### src/rtl/alu_control_pipe.sv
// Registered ALU-control stage with a one-entry skid buffer and valid/ready on both sides.
// Optional saturating illegal-op counter is compiled in with `define ALU_CTRL_ILLEGAL_CNT_EN.
module alu_control_pipe #(
    parameter int OPW  = 11
`ifdef ALU_CTRL_ILLEGAL_CNT_EN
    ,
    parameter int CNTW = 16
`endif
) (
    input  logic           clk,
    input  logic           rst,
    input  logic           in_valid,
    output logic           in_ready,
    input  logic [1:0]     in_aluop,
    input  logic [OPW-1:0] in_opcode,
    output logic           out_valid,
    input  logic           out_ready,
    output logic [3:0]     out_alu_opcode,
    output logic           out_illegal
`ifdef ALU_CTRL_ILLEGAL_CNT_EN
    ,
    output logic [CNTW-1:0] illegal_count
`endif
);

    typedef enum logic [1:0] {
        S_EMPTY,
        S_ONE,
        S_FULL
    } state_t;

    state_t     state_q;
    logic       in_ready_q;
    logic       out_valid_q;
    logic [3:0] out_op_q;
    logic       out_ill_q;
    logic [3:0] skid_op_q;
    logic       skid_ill_q;

    logic [3:0] dec_op_d;
    logic       dec_ill_d;
    logic       accept;
    logic       consume;

    assign accept  = in_valid & in_ready_q;
    assign consume = out_valid_q & out_ready;

    always_comb begin
        dec_op_d  = 4'b0010;
        dec_ill_d = 1'b0;
        case (in_aluop)
            2'b00: dec_op_d = 4'b0010;
            2'b01: dec_op_d = 4'b0111;
            2'b10: begin
                case (in_opcode)
                    11'b10001011000: dec_op_d = 4'b0010;
                    11'b11001011000: dec_op_d = 4'b0110;
                    11'b10001010000: dec_op_d = 4'b0000;
                    11'b10101010000: dec_op_d = 4'b0001;
                    default:         dec_ill_d = 1'b1;
                endcase
            end
            default: dec_ill_d = 1'b1;
        endcase
    end

    // in_ready is low exactly while SKID holds an entry, so FULL never sees an accept.
    always_ff @(posedge clk or posedge rst) begin
        if (rst) begin
            state_q     <= S_EMPTY;
            in_ready_q  <= 1'b1;
            out_valid_q <= 1'b0;
            out_op_q    <= '0;
            out_ill_q   <= 1'b0;
            skid_op_q   <= '0;
            skid_ill_q  <= 1'b0;
        end else begin
            case (state_q)
                S_EMPTY: begin
                    if (accept) begin
                        out_op_q    <= dec_op_d;
                        out_ill_q   <= dec_ill_d;
                        out_valid_q <= 1'b1;
                        state_q     <= S_ONE;
                    end
                end
                S_ONE: begin
                    if (accept && consume) begin
                        out_op_q  <= dec_op_d;
                        out_ill_q <= dec_ill_d;
                    end else if (accept) begin
                        skid_op_q  <= dec_op_d;
                        skid_ill_q <= dec_ill_d;
                        in_ready_q <= 1'b0;
                        state_q    <= S_FULL;
                    end else if (consume) begin
                        out_valid_q <= 1'b0;
                        state_q     <= S_EMPTY;
                    end
                end
                S_FULL: begin
                    if (consume) begin
                        out_op_q   <= skid_op_q;
                        out_ill_q  <= skid_ill_q;
                        in_ready_q <= 1'b1;
                        state_q    <= S_ONE;
                    end
                end
                default: begin
                    state_q     <= S_EMPTY;
                    in_ready_q  <= 1'b1;
                    out_valid_q <= 1'b0;
                end
            endcase
        end
    end

    assign in_ready       = in_ready_q;
    assign out_valid      = out_valid_q;
    assign out_alu_opcode = out_op_q;
    assign out_illegal    = out_ill_q;

`ifdef ALU_CTRL_ILLEGAL_CNT_EN
    logic [CNTW-1:0] cnt_q;

    always_ff @(posedge clk or posedge rst) begin
        if (rst) begin
            cnt_q <= '0;
        end else if (accept && dec_ill_d && (cnt_q != '1)) begin
            cnt_q <= cnt_q + 1'b1;
        end
    end

    assign illegal_count = cnt_q;
`endif

endmodule

### config.mk
export PLATFORM = sky130hd
export DESIGN_NAME = alu_control_pipe
export DESIGN_NICKNAME = d
export VERILOG_FILES = /design/src/rtl/alu_control_pipe.sv
export SDC_FILE = /design/constraint.sdc
export NUM_CORES = 1
export LEC_CHECK = 0
export BUFFER_PORTS_ARGS = -buffer_cell sky130_fd_sc_hd__buf_2
export CAP_MARGIN = 20
export CORE_MARGIN = 4
export CORE_UTILIZATION = 50
export DETAILED_ROUTE_END_ITERATION = 6
export PLACE_DENSITY = 0.79
export RECOVER_POWER = 50
export SYNTH_ARGS = -nofsm -noshare
export SYNTH_HDL_FRONTEND = slang
export SYNTH_SLANG_ARGS = --single-unit
### constraint.sdc
create_clock -name clk -period 2.88 [get_ports clk]
set_input_delay 0.576 -clock clk [delete_from_list [all_inputs] [get_ports clk]]
set_output_delay 0.576 -clock clk [all_outputs]
set_load 0.05 [all_outputs]
==> flow_summary.yaml, run 1 <==
floorplan:
  start_util: 0.552
  die_w_microns: 46.6
  row_count: 13
  dieHeight_microns: 46.6
  io_pins: 24
  core_area_sq_um: 1350
  die_area_sq_um: 2170
setup_path:
  r2r_cells: 4
  required_ns: 2.30
  crit_family: "flip-flops"
  arrival_ns: 1.16
  crit_path_top_delay_cell: "dfstp_1"
  slowest_delay_ns: 0.60
  cp_cell_sequence: "buf_2"
  crit_fanout: 6
  cp-end-kind: "primary output"
  critPathLaunchType: "register"
  path_depth: 1
  crit_buf_inv: 1
  path_class: "reg2out"
place:
  dp_hpwl_mm: 1.27
  io_buffers: 22
  gp_congestion: 0.799
  place_inst: 116
timing:
  finalSetupViolations: 0
  post-route-period-util: 0.604
  slew_violations: 0
  final.setup.tns_ns: 0
  max_freq_ghz: 0.574
  fin_crit_ns: 1.74
  fin_skew_ns: 0.00330
  rsz0062_at_grt: "false"
  hold_violations: 0
synth:
  synth_edf_count: 0
  ys_types: 32
  netlist_instances: 80
  synth_area_leaders: "dfrtp_1 37%, o21ai_0 5.4%, ha_1 5.0%, nand2_1 4.5%, a21oi_1 4.0%"
  netlist_area_sq_um: 746
  synth_ff_type: "dfrtp_1"
  synth_nets: 100
  synth_largest_area_cell: "dfrtp_1"
  async_reset_ff_frac: 1.00
  synth-seq-cells: 12
  syn_area_per_cell_sq_um: 9.32
  yosysSeqAreaShare: 0.404
  yosysTopAreaCellShare: 0.369
  ys_warn_count: 0
cells_and_area:
  diodes: 0
  instances_no_fill: 120
  layout_commonest_cell: "buf_2"
  syn2layout_area_growth_pct: 21.1
  drive_above_1_share: 0.286
  final_cell_mix: "22 x buf_2, 11 x dfrtp_1, 9 x nand2_1, 8 x o21ai_0"
  final_nets: 126
  utilization: 0.669
drt:
  drt_iter0_drc: 13
  vias: 689
  totalWireLength_mm: 1.56
  ant_nets: 0
  drtPass1Iterations: 4
  viasPerCell: 5.74
  routedWlPerCell_microns: 13.0
  drc_errors: 0
grt:
  use_met3: 0.0352
  met1_usage: 0.204
  overflow: 0
  grt_start_max_net_pins: 13
  antenna_found_initial: 0
  grt_pass1_wl_mm: 2.73
  busiest_layer: "met2"
  grt_pass1_vias: 683
  grt.total_usage: 0.175
  grt_util_met2: 0.319
clock_tree:
  clock_sinks: 12
  htree_levels: 1
  cts_made_buffers: 3
  cts_setup_buffers: 0
  clk_latency_ns: 0.28
  cts_resized: 0
  cts_tree: "built"
  holdBufCountCts: 0
  cts.path.max_buffers: 2
  clk_pin_slew_worst_paths_ns: 0.08
  root_buffer: "clkbuf_4"
status:
  status: "complete, no violations"
job:
  max-cap-violations: 0
hold_path:
  min_path_type: "in2async"
power:
  p_per_area_nw_per_um2: 587
  ir_drop_mv: 0.371
  p_leak_uw: 0.000478
==> layout make-up <==
| type | instances | area (sq um) |
|---|---|---|
| fill | 126 | 447 |
| timing repair buffer | 22 | 110 |
| clock buffer | 4 | 36.3 |
| sequential | 12 | 302 |
| tap | 15 | 18.8 |
| multi-input combinational | 62 | 418 |
| inverter | 5 | 18.8 |
==> worst paths after layout <==
check,from,endpoint,slack [ns]
max reg2reg,in_ready$_DFFE_PP1P_,skid_ill_q$_DFFE_PP0P_,1.37
min,rst,skid_op_q[1]$_DFFE_PP0P_,0.28
max,in_ready$_DFFE_PP1P_,in_ready,1.14
min reg2reg,out_alu_opcode[2]$_DFFE_PP0P_,out_alu_opcode[2]$_DFFE_PP0P_,0.47
min in group clk,out_alu_opcode[2]$_DFFE_PP0P_,out_alu_opcode[2]$_DFFE_PP0P_,0.47
max in group asynchronous,rst,in_ready$_DFFE_PP1P_,2.26
==> per-layer routing <==
metal  up-vias  share of wire
li1        339              -
met1       317           0.42
met2        29           0.49
met3         4          0.075
met4         0          0.017
met5         -              0
==> Yosys cell counts, types with 2 or more instances <==
cell and count:
ha_1 3, inv_1 5, dfrtp_1 11, nand4_1 2
a21oi_1 6, and4b_1 3, nand2_1 9, and2_1 2
nor2_1 6, o2bb2ai_1 2, a21o_1 3, o21ai_0 8
==> stage by stage <==
stage / hold WS, ns / total power (uW) / worst slack [ns] / instance area, sq um
finish: 0.283 / 530 / 1.14 / 903
global route: 0.316 / 564 / 1.09 / 903
CTS: 0.290 / 535 / 1.18 / 903
detailed placement: 0.466 / 400 / 0.936 / 867
global placement: 0.455 / 393 / 1.03 / 867
floorplan: 0.440 / 350 / 1.20 / 746
==> sequential cells by signal, summed over array words and instances, names as in the netlist <==
| signal | flops |
|---|---|
| out_illegal | 1 |
| out_alu_opcode | 3 |
| state_q | 2 |
| in_ready | 1 |
| out_valid | 1 |
| skid_ill_q | 1 |
| skid_op_q | 3 |
==> power breakdown <==
part | total [uW] | switching [uW] | internal, uW
Sequential | 221 | 17.8 | 203
Combinational | 174 | 125 | 48.8
Clock | 135 | 58.3 | 76.9
==> cell families after synthesis <==
family / count (synthesis) / share of synthesized area
buffers and inverters: 6 / 0.0352
adders and majority gates: 3 / 0.0503
and+or+nand+nor: 30 / 0.242
other: 1 / 0.00503
muxes: 1 / 0.0134
AOI/OAI and AO/OA: 27 / 0.250
DFF: 12 / 0.404
No activity file was read; power rests on OpenSTA's default activity.
==> run 2: changes to the inputs <==
Settings changed: ABC_AREA set to 1, CORE_UTILIZATION 50 to 49, PLACE_DENSITY 0.79 to 0.76.
Clock period 2.88 ns to 1.7 ns, I/O delays scaled along.
==> run 2 against run 1 <==
Effect of this change:
- utilization shrank 4.4 points
- sequential power grew 29%
- sequential share of layout area shrank 2.1 points
- register-to-register slack lost 1.1 ns
- routed wire length grew 5.1%
- critical path type is now reg2reg
- critical endpoint is now skid_op_q[0]$_DFFE_PP0P_
- largest cell class unchanged
==> flow_summary.yaml, run 2 <==
clock_tree:
  clock_sinks: 12
  holdBufCountCts: 0
  root_buffer: "clkbuf_4"
  cts_made_buffers: 3
  clk_pin_slew_worst_paths_ns: 0.07
  cts_tree: "built"
  htree_levels: 1
  cts.path.max_buffers: 2
  cts_resized: 0
  cts_setup_buffers: 0
  clk_latency_ns: 0.27
drt:
  routedWlPerCell_microns: 10.2
  totalWireLength_mm: 1.64
  vias: 795
  drt_iter0_drc: 14
  ant_nets: 0
  drtPass1Iterations: 4
  drc_errors: 0
  viasPerCell: 4.94
synth:
  async_reset_ff_frac: 1.00
  ys_warn_count: 0
  synth_edf_count: 0
  netlist_area_sq_um: 815
  synth_largest_area_cell: "dfrtp_1"
  synth-seq-cells: 12
  netlist_top_cells_count: "37 x nand2_1, 19 x inv_1, 13 x nor2_1"
  yosysTopAreaCellShare: 0.338
  syn_area_per_cell_sq_um: 6.79
  synth_ff_type: "dfrtp_1"
  synth_area_leaders: "dfrtp_1 34%, nand2_1 17%, inv_1 8.8%, nor2_1 6.0%, ha_1 4.6%"
  ys_types: 22
  netlist_instances: 120
  yosysSeqAreaShare: 0.370
  yosys.cell_count.top_type: "nand2_1"
  synth_nets: 140
floorplan:
  dieHeight_microns: 48.8
  io_pins: 24
  start_util: 0.528
  row_count: 14
  die_w_microns: 48.8
  core_area_sq_um: 1540
  die_area_sq_um: 2380
timing:
  slew_violations: 0
  rsz0062_at_grt: "false"
  max_freq_ghz: 0.692
  fin_crit_ns: 1.45
  hold_violations: 0
  post-route-period-util: 0.850
  finalSetupViolations: 0
  final.setup.tns_ns: 0
  fin_skew_ns: 0.00151
place:
  place_inst: 157
  gp_congestion: 0.810
  dp_hpwl_mm: 1.32
  io_buffers: 22
job:
  max-cap-violations: 0
grt:
  grt_start_max_net_pins: 13
  grt_pass1_vias: 691
  grt.total_usage: 0.147
  overflow: 0
  antenna_found_initial: 0
  grt_pass1_wl_mm: 2.82
setup_path:
  crit_fanout: 5
  arrival_ns: 1.60
  cp-end-kind: "register"
  required_ns: 1.85
  path_class: "reg2reg"
  critPathLaunchType: "register"
  crit_start: "state_q[0]$_DFFE_PP0P_"
  r2r_start: "state_q[0]$_DFFE_PP0P_"
  ff2ff_setup_slack_ns: 0.25
cells_and_area:
  final_nets: 166
  instances_no_fill: 161
  diodes: 0
  utilization: 0.625
  final_cell_mix: "37 x nand2_1, 22 x buf_2, 19 x inv_1, 15 x nor2_1, 11 x dfrtp_1"
  syn2layout_area_growth_pct: 18.3
  drive_above_1_share: 0.262
  layout_commonest_cell: "nand2_1"
power:
  ir_drop_mv: 0.573
  switchingPower_uw: 135
  p_int_uw: 443
  power.share.switching: 0.234
  combPwrFrac: 0.119
  seq_power_share: 0.493
  p_per_area_nw_per_um2: 600
  clockPowerShare: 0.388
  p_leak_uw: 0.000573
status:
  status: "complete, no violations"
hold_path:
  min_path_type: "in2async"
[run 2: changes by cell type after synthesis, moves of 3 or more]
cell and change:
inv_2 +4, o21ai_0 -4, nand2_2 +5, nor2_1 +7, inv_1 +14, and4b_1 -3, nand2_1 +28, nand3_1 +5
[run 2: cell families after synthesis]
group / synth area share
AO/OA/AOI/OAI: 0.0784
buffers and inverters: 0.115
other: 0.00460
flip-flops: 0.370
adder cells (fa/ha/maj): 0.0461
AND/OR/NAND/NOR: 0.386
[run 2: worst max-delay path, stage by stage, from the launching register on]
cell	delay (ns)
dfrtp_1	0.43
clkinv_1	0.11
nor2_1	0.16
nand2_2	0.09
nor2_1	0.28
inv_2	0.11
nand2_1	0.08
o21ai_1	0.08
[run 2: power by group through the flow]
stage	Clock, uW	Combinational [uW]	Sequential [uW]
finish	224	68.9	285
global placement	0	66.6	291
global route	252	78.6	285
floorplan	0	44.1	291
CTS	230	69.1	285
detailed placement	0	68.6	291
[run 2: path summary, 6_finish.rpt]
kind,endpoint,cells after the start
max in group asynchronous,in_ready$_DFFE_PP1P_,2
worst max-delay path,skid_op_q[0]$_DFFE_PP0P_,7
worst min-delay path,out_alu_opcode[1]$_DFFE_PP0P_,2
worst min register to register,out_alu_opcode[0]$_DFFE_PP0P_,2
min in group clk,in_ready$_DFFE_PP1P_,3
worst max register to register,skid_op_q[0]$_DFFE_PP0P_,7
[run 2: cell type report]
type / instances / area (sq um)
fillers: 150 / 578
multi-input cells: 84 / 409
flip-flops and latches: 12 / 302
repair buffers: 22 / 110
inverters: 23 / 86.3
clock buffers: 4 / 36.3
well taps: 16 / 20.0
[run 2: per-layer routing]
layer	global-route usage	vias to the layer above	share of wire
met2	0.220	25	0.46
li1	-	416	-
met4	0.0628	0	0.016
met1	0.188	350	0.47
met3	0.0550	4	0.046
met5	0	-	0
[run 2: stage by stage]
step | hold WS (ns) | power [uW] | worst slack, ns | area [sq um]
after floorplan | 0.204 | 335 | 0.263 | 815
after global placement | 0.367 | 357 | 0.395 | 937
after detailed placement | 0.360 | 359 | 0.385 | 937
after CTS | 0.0626 | 584 | 0.275 | 973
after global routing | 0.0833 | 615 | 0.128 | 963
final | 0.0554 | 578 | 0.255 | 963
